===== config.mk =====
export PLATFORM = sky130hd
export DESIGN_NAME = randist_sched
export DESIGN_NICKNAME = d
export VERILOG_FILES = /design/src/rtl/randist_sched.sv
export SDC_FILE = /design/constraint.sdc
export NUM_CORES = 2
export LEC_CHECK = 0
export ABC_AREA = 1
export BUFFER_PORTS_ARGS = -buffer_cell sky130_fd_sc_hd__buf_2
export CORE_MARGIN = 2
export CORE_UTILIZATION = 52
export DETAILED_ROUTE_END_ITERATION = 16
export PLACE_DENSITY = 0.76
export SLEW_MARGIN = 20
export SYNTH_ARGS = -nofsm -noshare
export SYNTH_HDL_FRONTEND = slang
export SYNTH_SLANG_ARGS = --single-unit

===== constraint.sdc =====
create_clock -name clk -period 4.6 [get_ports clk]
set_input_delay 0.46 -clock clk [delete_from_list [all_inputs] [get_ports clk]]
set_output_delay 0.46 -clock clk [all_outputs]
set_load 0.03 [all_outputs]

===== src/rtl/randist_sched.sv =====
// randist_sched: round-robin front end sharing one randist pipeline.
// Ports: req_* requesters, dp_* datapath, res_* consumer, cnt, err.
module randist_sched #(
    parameter int NREQ  = 4,
    parameter int DEPTH = 16,
    localparam int IDW  = $clog2(NREQ),
    localparam int CW   = $clog2(DEPTH) + 1
) (
    input  logic                 clk,
    input  logic                 rst,
    input  logic [NREQ-1:0]      req_push,
    input  logic [64*NREQ-1:0]   req_u1,
    input  logic [64*NREQ-1:0]   req_u2,
    output logic [NREQ-1:0]      req_ack,
    output logic                 dp_pushin,
    output logic [63:0]          dp_u1,
    output logic [63:0]          dp_u2,
    input  logic                 dp_pushout,
    input  logic [63:0]          dp_z,
    output logic                 res_push,
    output logic [63:0]          res_z,
    output logic [IDW-1:0]       res_id,
    input  logic                 res_stop,
    output logic [CW-1:0]        cnt,
    output logic                 err
);

    localparam int AW = $clog2(DEPTH);
    localparam int PW = AW + 1;

    logic [IDW-1:0] ptr_q, ptr_d;
    logic [CW-1:0]  cnt_q, cnt_d;
    logic           dp_pushin_q;
    logic [63:0]    dp_u1_q, dp_u2_q;
    logic           err_q;

    logic [IDW-1:0] tag_mem [DEPTH];
    logic [PW-1:0]  tag_wp_q, tag_rp_q;
    logic [63:0]    rz_mem  [DEPTH];
    logic [IDW-1:0] rid_mem [DEPTH];
    logic [PW-1:0]  res_wp_q, res_rp_q;

    logic           gnt_found;
    logic [IDW-1:0] gnt_idx;
    logic           issue;
    logic           tag_empty, tag_pop;
    logic           res_empty, res_wr, res_rd;
    int             j;

    // First pushing requester at or after ptr, wrapping modulo NREQ.
    always_comb begin
        gnt_found = 1'b0;
        gnt_idx   = '0;
        j         = 0;
        for (int k = 0; k < NREQ; k++) begin
            j = int'(ptr_q) + k;
            if (j >= NREQ) j = j - NREQ;
            if (!gnt_found && req_push[j]) begin
                gnt_found = 1'b1;
                gnt_idx   = IDW'(j);
            end
        end
    end

    // Credit check uses the registered count only, so a dequeue in
    // this cycle never frees a slot for an issue in the same cycle.
    assign issue   = rst && (cnt_q < CW'(DEPTH)) && gnt_found;
    assign req_ack = issue ? (NREQ'(1) << gnt_idx) : '0;

    assign tag_empty = (tag_wp_q == tag_rp_q);
    assign tag_pop   = dp_pushout && !tag_empty;
    assign res_empty = (res_wp_q == res_rp_q);
    assign res_wr    = tag_pop;
    assign res_rd    = !res_empty && !res_stop;

    always_comb begin
        ptr_d = ptr_q;
        if (issue) begin
            if (int'(gnt_idx) == NREQ - 1) ptr_d = '0;
            else                           ptr_d = gnt_idx + IDW'(1);
        end
    end

    always_comb begin
        cnt_d = cnt_q;
        unique case ({issue, res_rd})
            2'b10:   cnt_d = cnt_q + CW'(1);
            2'b01:   cnt_d = cnt_q - CW'(1);
            default: cnt_d = cnt_q;
        endcase
    end

    always_ff @(posedge clk or negedge rst) begin
        if (!rst) begin
            ptr_q       <= '0;
            cnt_q       <= '0;
            dp_pushin_q <= 1'b0;
            dp_u1_q     <= '0;
            dp_u2_q     <= '0;
            err_q       <= 1'b0;
            tag_wp_q    <= '0;
            tag_rp_q    <= '0;
            res_wp_q    <= '0;
            res_rp_q    <= '0;
        end else begin
            ptr_q       <= ptr_d;
            cnt_q       <= cnt_d;
            dp_pushin_q <= issue;
            if (issue) begin
                dp_u1_q  <= req_u1[int'(gnt_idx)*64 +: 64];
                dp_u2_q  <= req_u2[int'(gnt_idx)*64 +: 64];
                tag_wp_q <= tag_wp_q + PW'(1);
            end
            if (tag_pop)                 tag_rp_q <= tag_rp_q + PW'(1);
            if (dp_pushout && tag_empty) err_q    <= 1'b1;
            if (res_wr)                  res_wp_q <= res_wp_q + PW'(1);
            if (res_rd)                  res_rp_q <= res_rp_q + PW'(1);
        end
    end

    always_ff @(posedge clk) begin
        if (issue) tag_mem[tag_wp_q[AW-1:0]] <= gnt_idx;
        if (res_wr) begin
            rz_mem[res_wp_q[AW-1:0]]  <= dp_z;
            rid_mem[res_wp_q[AW-1:0]] <= tag_mem[tag_rp_q[AW-1:0]];
        end
    end

    // Head outputs read as zero when empty so reset shows clean values.
    assign res_push  = !res_empty;
    assign res_z     = res_empty ? '0 : rz_mem[res_rp_q[AW-1:0]];
    assign res_id    = res_empty ? '0 : rid_mem[res_rp_q[AW-1:0]];
    assign dp_pushin = dp_pushin_q;
    assign dp_u1     = dp_u1_q;
    assign dp_u2     = dp_u2_q;
    assign cnt       = cnt_q;
    assign err       = err_q;

endmodule

After elaboration in Yosys (flattened, before gate mapping):

Memory sizes are Yosys's and may differ from the RTL's.
Index checks and enable logic that the tools add are counted.

* add/sub/neg operators: 14
* $lt $le $gt $ge: 9
* equal/unequal tests: 5
* shift operators: 3
* multiplexer cells: 33
* reduce and logical (&&, ||, !) cells: 15

Operator list (number)
* $shiftx 256x9->64: 2
* $lt 32x4->1 const B: 4
* $mux 32: 4
* $mux 64: 1
* $add 5x1->5 const B: 5
* $mux 1: 16
* $mux 2: 6
* $sub 3x3->4 const B: 3
* $eq 5x5->1: 2
* $pmux 5 s2: 1
* $ge 3x3->1 const B: 3
* $bmux 1 s2: 4
* $logic_and 1x1->1: 8
* $add 2x2->3 const B: 2
* $logic_not 1->1: 6
* $lt 5x5->1 const B: 1
* $sub 5x1->5 const B: 1
* $eq 2x1->1 const B: 2
* $mux 4: 1
* $shl 1x2->4 const A: 1
* $sub 2x3->4 const B: 1
* $add 2x1->3 const B: 1
* $ge 2x3->1 const B: 1
* $add 2x1->2 const B: 1
* other kinds (2): 2

* register bits: 157
* RAM bits: 1088
* input bits: 584
* logic and storage cells: 92
* memories: 3

Memories
* rz_mem: depth 16, width 64, read ports 1, clocked after Yosys merged registers in 0, wr ports 1, RTL line 39 `logic [63:0] rz_mem [DEPTH];`
* rid_mem: depth 16, width 2, read ports 1, clocked after Yosys merged registers in 0, wr ports 1, RTL line 40 `logic [IDW-1:0] rid_mem [DEPTH];`
* tag_mem: depth 16, width 2, read ports 1, clocked after Yosys merged registers in 0, wr ports 1, RTL line 37 `logic [IDW-1:0] tag_mem [DEPTH];`

Depth between registers and ports, before layout:

* depth in word-level cells: 18
* mapped depth: 22
* gate-level depth less buffers: 20

Worst setup path after synthesis:

Ideal clock, no wire load.

* path kind: register to register
* from: reg tag_wp_q[2]
* to: mem rid_mem[15][0] (netlist name) (enable)
* arrival time: 4.107 ns
* required time: 4.107 ns
* slack: 0.000 ns
* cell stages (with the launch flop): 10
* clock period less this slack: 4.600 ns
* cells stage by stage: dfrtp_1 -> clkbuf_1 -> inv_1 -> nor2_1 -> nor3_1 -> nand4_1 -> nand2_1 -> inv_1 -> nand2_1 -> nor2_1

* longest elaborated chain between the ends: 5

Ends and longest elaborated chain
* start, declared: RTL line 38 `logic [PW-1:0] tag_wp_q, tag_rp_q;`
* start signal, assigned: RTL line 112 `tag_wp_q <= tag_wp_q + PW'(1);`
* $eq 5x5->1: RTL line 70 `assign tag_empty = (tag_wp_q == tag_rp_q);`
* $logic_not 1->1: RTL line 71 `assign tag_pop = dp_pushout && !tag_empty;`
* $logic_and 1x1->1: RTL line 71
* $mux 1: RTL line 123 `if (res_wr) begin`
* $mux 1 (not written as such): RTL line 125 `rid_mem[res_wp_q[AW-1:0]] <= tag_mem[tag_rp_q[AW-1:0]];`
* end, declared: RTL line 40

No other way between the ends.

Worst setup path in the final report:

* from: reg res_rp_q[0]
* to: out res_z[5]

* longest elaborated chain between the ends: 2
* elaborated cells between the ends (all ways): 3
* those cells by class: eq/ne (1); mux (1); memory (1)

Ends and longest elaborated chain
* start, declared: RTL line 41 `logic [PW-1:0] res_wp_q, res_rp_q;`
* start signal, assigned: RTL line 117 `if (res_rd) res_rp_q <= res_rp_q + PW'(1);`
* $mem_v2 16x64 or $eq 5x5->1 (tied branches)
* $mux 64 *: RTL line 131 `assign res_z = res_empty ? '0 : rz_mem[res_rp_q[AW-1:0]];`
* end, declared: RTL line 21 `output logic [63:0] res_z,`

Mark *: on every way between the ends. The rest lies on a longest branch, timed or not.

==> impl_results.md <==
* Hold Violations, Final at 0
* Worst Setup SP: res_rp_q[0]
* Pwr Density at 759 nW/µm²
* Post-route cell area at 63,800 µm²
* Post-route DRC at 0
* Antenna-violating nets left at 0
* Largest net degree at the start of global routing at 253
* Largest stage delay, worst path at 0.66 ns
* Latest clock arrival within the worst-skew pair at 0.72 ns
* RSZ-0062 raised after global routing: no
* Resized cells post-CTS at 0
* Effective utilization at floorplan at 0.524
* Hold Path Class: in2reg
* Fin crit share at 0.930
* Clock Path Buffers at 3
* CP Capture Type: output pin
* Synth Warn # at 0
* First-pass GRT wire length at 267 mm
* TritonCTS clock tree: yes
* Post-synth top area share at 0.593
* Final setup fails at 0
* Yosys cell types at 36
* Setup Crit Path Kind: reg2out
* Reg2reg start: ptr_q[0]
* DRT Wirelength at 187 mm
* Layout cell share with drive strength beyond 1 at 0.177
* Clock Root Buffer: clkbuf_16
* Outcome: complete, no violations
* Core area at 105,000 µm²
* Max-cap viol count at 0
* Post-Syn Nets at 5,897
* Cell Area, Synth at 55,100 µm²
* Post-synth top area cell: edfxtp_1
* Mean Syn Cell Area at 10.4 µm²
* # IOs at 790
* Top cell types by occurrence after synthesis: edfxtp_1, nand2_1, nor2_1
* Fmax at 234 MHz
* Slew headroom at 0.162
* Sequential share of the synthesized area at 0.665
* Path depth of the worst reg2reg path at 12
* Most frequent cell after synthesis: edfxtp_1
* Worst Path Required at 4.14 ns
* DP Worst Slack at 1.11 ns
* H-Tree Level Count at 3
* Total CTS buffers at 119
* Post-Place Cells at 7,178
* Chip height at 329 µm
* Vias per Instance at 5.93
* Area grow syn2layout at 15.9%
* Peak VDD IR at 0.000811 V
* Grt ovf at 0
* Clock-pin slew on the worst setup and hold paths at 0.07 ns
* Vias at 44,100
* Final std cells w/o fill at 7,433
* Crit path max fanout at 164
* Min Tclk post-route at 4.28 ns
* Leakage at 0.0263 µW
* Setup crit end: res_z[5]
* Die Wd at 329 µm
* Critical Path Source Type: register
* Max-slew violations at 0
* Synth async-reset ratio at 0.126
* Drt first pass iters at 6
* Cells after synthesis at 5,295
* WL/cell at 25.1 µm
* GRT Total Usage at 0.334
* Worst Path Arrival at 3.82 ns
* PortBufs at 789
* Main flop type after synthesis: edfxtp_1
* Fin Setup TNS at 0 ns
* Synth Register Bits at 1,245
* Crit-path cells: inv_8 > buf_12 > o21ai_0 > o22ai_1 > o211ai_1 > a31oi_1 > buf_2
* GP Congestion at 1.08
* Final #Nets at 6,512
* Clock Sinks at 1,245
* Iter 0 DRT Violations at 6,238
* Total die area at 108,000 µm²
* Worst Skew at 0.0485 ns
* Rows at 119
* FF-to-FF setup slack at 1.06 ns
* Hpwl dp at 121 mm
* Initial antenna violation count at 63
* CP max stage cell: dfrtp_4
* RR Endpoint: dp_u2[21]
* Fin Hold WS at 0.105 ns
* Slew of the pin with the lowest slew margin at 1.26 ns
* Placed Area at 60,100 µm²
* Post-synth EDFFs at 1,088
* Min setup slack post-route at 0.320 ns
* Vias in the first global route at 40,400
* Synth area leaders: edfxtp_1, dfrtp_1, nand2_1
[state kept, by name, summed over array words and instances, names as in the netlist, 2 cells and up]
register / count
rid_mem: 32
ptr_q: 2
tag_mem: 32
tag_wp_q: 5
cnt: 5
tag_rp_q: 5
res_rp_q: 5
res_wp_q: 5
dp_u1: 64
dp_u2: 64
rz_mem: 1024
[final cells by class]
| cell class | instances | area [µm²] |
|---|---|---|
| diodes | 39 | 97.6 |
| clock buffers | 154 | 3180 |
| clock inverters | 60 | 414 |
| fillers | 8524 | 41300 |
| inverters | 555 | 2100 |
| multi-input cells | 3125 | 14900 |
| flip-flops and latches | 1245 | 36600 |
| well taps | 1391 | 1740 |
| repair buffers | 864 | 4750 |
[through the flow]
stage	total power, µW	util
6_report	48500	0.607
3_5_place_dp	39000	0.572
4_1_cts	48200	0.606
2_1_floorplan	31000	-
3_3_place_gp	38700	0.572
5_1_grt	50800	0.607
[how the worst min path moves through the flow]
stage                          end      from  depth (start not counted)  slack [ns]
global placement       res_wp_q[4]       rst                          1        0.46
detailed placement     res_rp_q[4]       rst                          1        0.46
floorplan                   cnt[0]       rst                          0        0.16
finish              rz_mem[14][31]  dp_z[31]                          1        0.11
global route        rz_mem[13][35]  dp_z[35]                          1        0.09
CTS                  rz_mem[9][33]  dp_z[33]                          1        0.07
[power by group]
group | total (µW) | internal, µW | leakage (µW) | switching (µW)
sequential | 15100 | 14200 | 0.0118 | 861
combinational | 24200 | 6190 | 0.0128 | 18000
clock | 9190 | 4980 | 0.00176 | 4210
[kinds of logic after synthesis]
| kind of cell | Yosys count | share of synthesized area |
|---|---|---|
| buffers and inverters | 925 | 0.0672 |
| AO/OA/AOI/OAI | 916 | 0.0975 |
| flip-flops | 1245 | 0.665 |
| XOR/XNOR | 27 | 0.00430 |
| multiplexers | 4 | 0.000727 |
| adder cells (fa/ha/maj) | 18 | 0.00409 |
| AND/OR/NAND/NOR | 2160 | 0.161 |
[cells in the final DEF (no fill, tap or decap), types with 18 or more instances in the layout]
cell	synthesis	final
nand2_1	975	974
edfxtp_1	1088	1088
xor2_1	19	19
dfrtp_1	157	154
inv_1	551	546
diode_2	0	39
nor2_1	597	579
a31oi_1	67	67
buf_4	9	55
o221ai_1	108	108
buf_12	0	18
ha_1	18	18
clkinv_2	0	22
buf_2	137	788
clkbuf_16	0	121
o22ai_1	160	160
o21ai_0	542	542
nand3_1	572	571
clkinv_1	0	27
o211ai_1	29	29
clkbuf_1	206	30
nor2_4	1	19
[worst max-delay path: cells and delay by family, from the launching register on]
kind / cells / cell delay [ns]
buffers and inverters: 3 / 1.20
flip-flops: 1 / 0.66
AO/OA/AOI/OAI: 4 / 1.07
[per-layer routing]
metal  share of wire  vias up  routed length (µm)  track usage
met2            0.46     2786               86000        0.509
met1            0.38    21300               71200        0.452
met5         0.00059        -                 111            0
li1                -    19500                   -            -
met4           0.044       16                8310        0.154
met3            0.11      432               21300       0.0855
[repair_timing]
action	CTS	global route
buffers inserted	0	0
hold buffers	2	0
hold endpoints to repair	47	0
No activity file was read; power rests on OpenSTA's default activity.
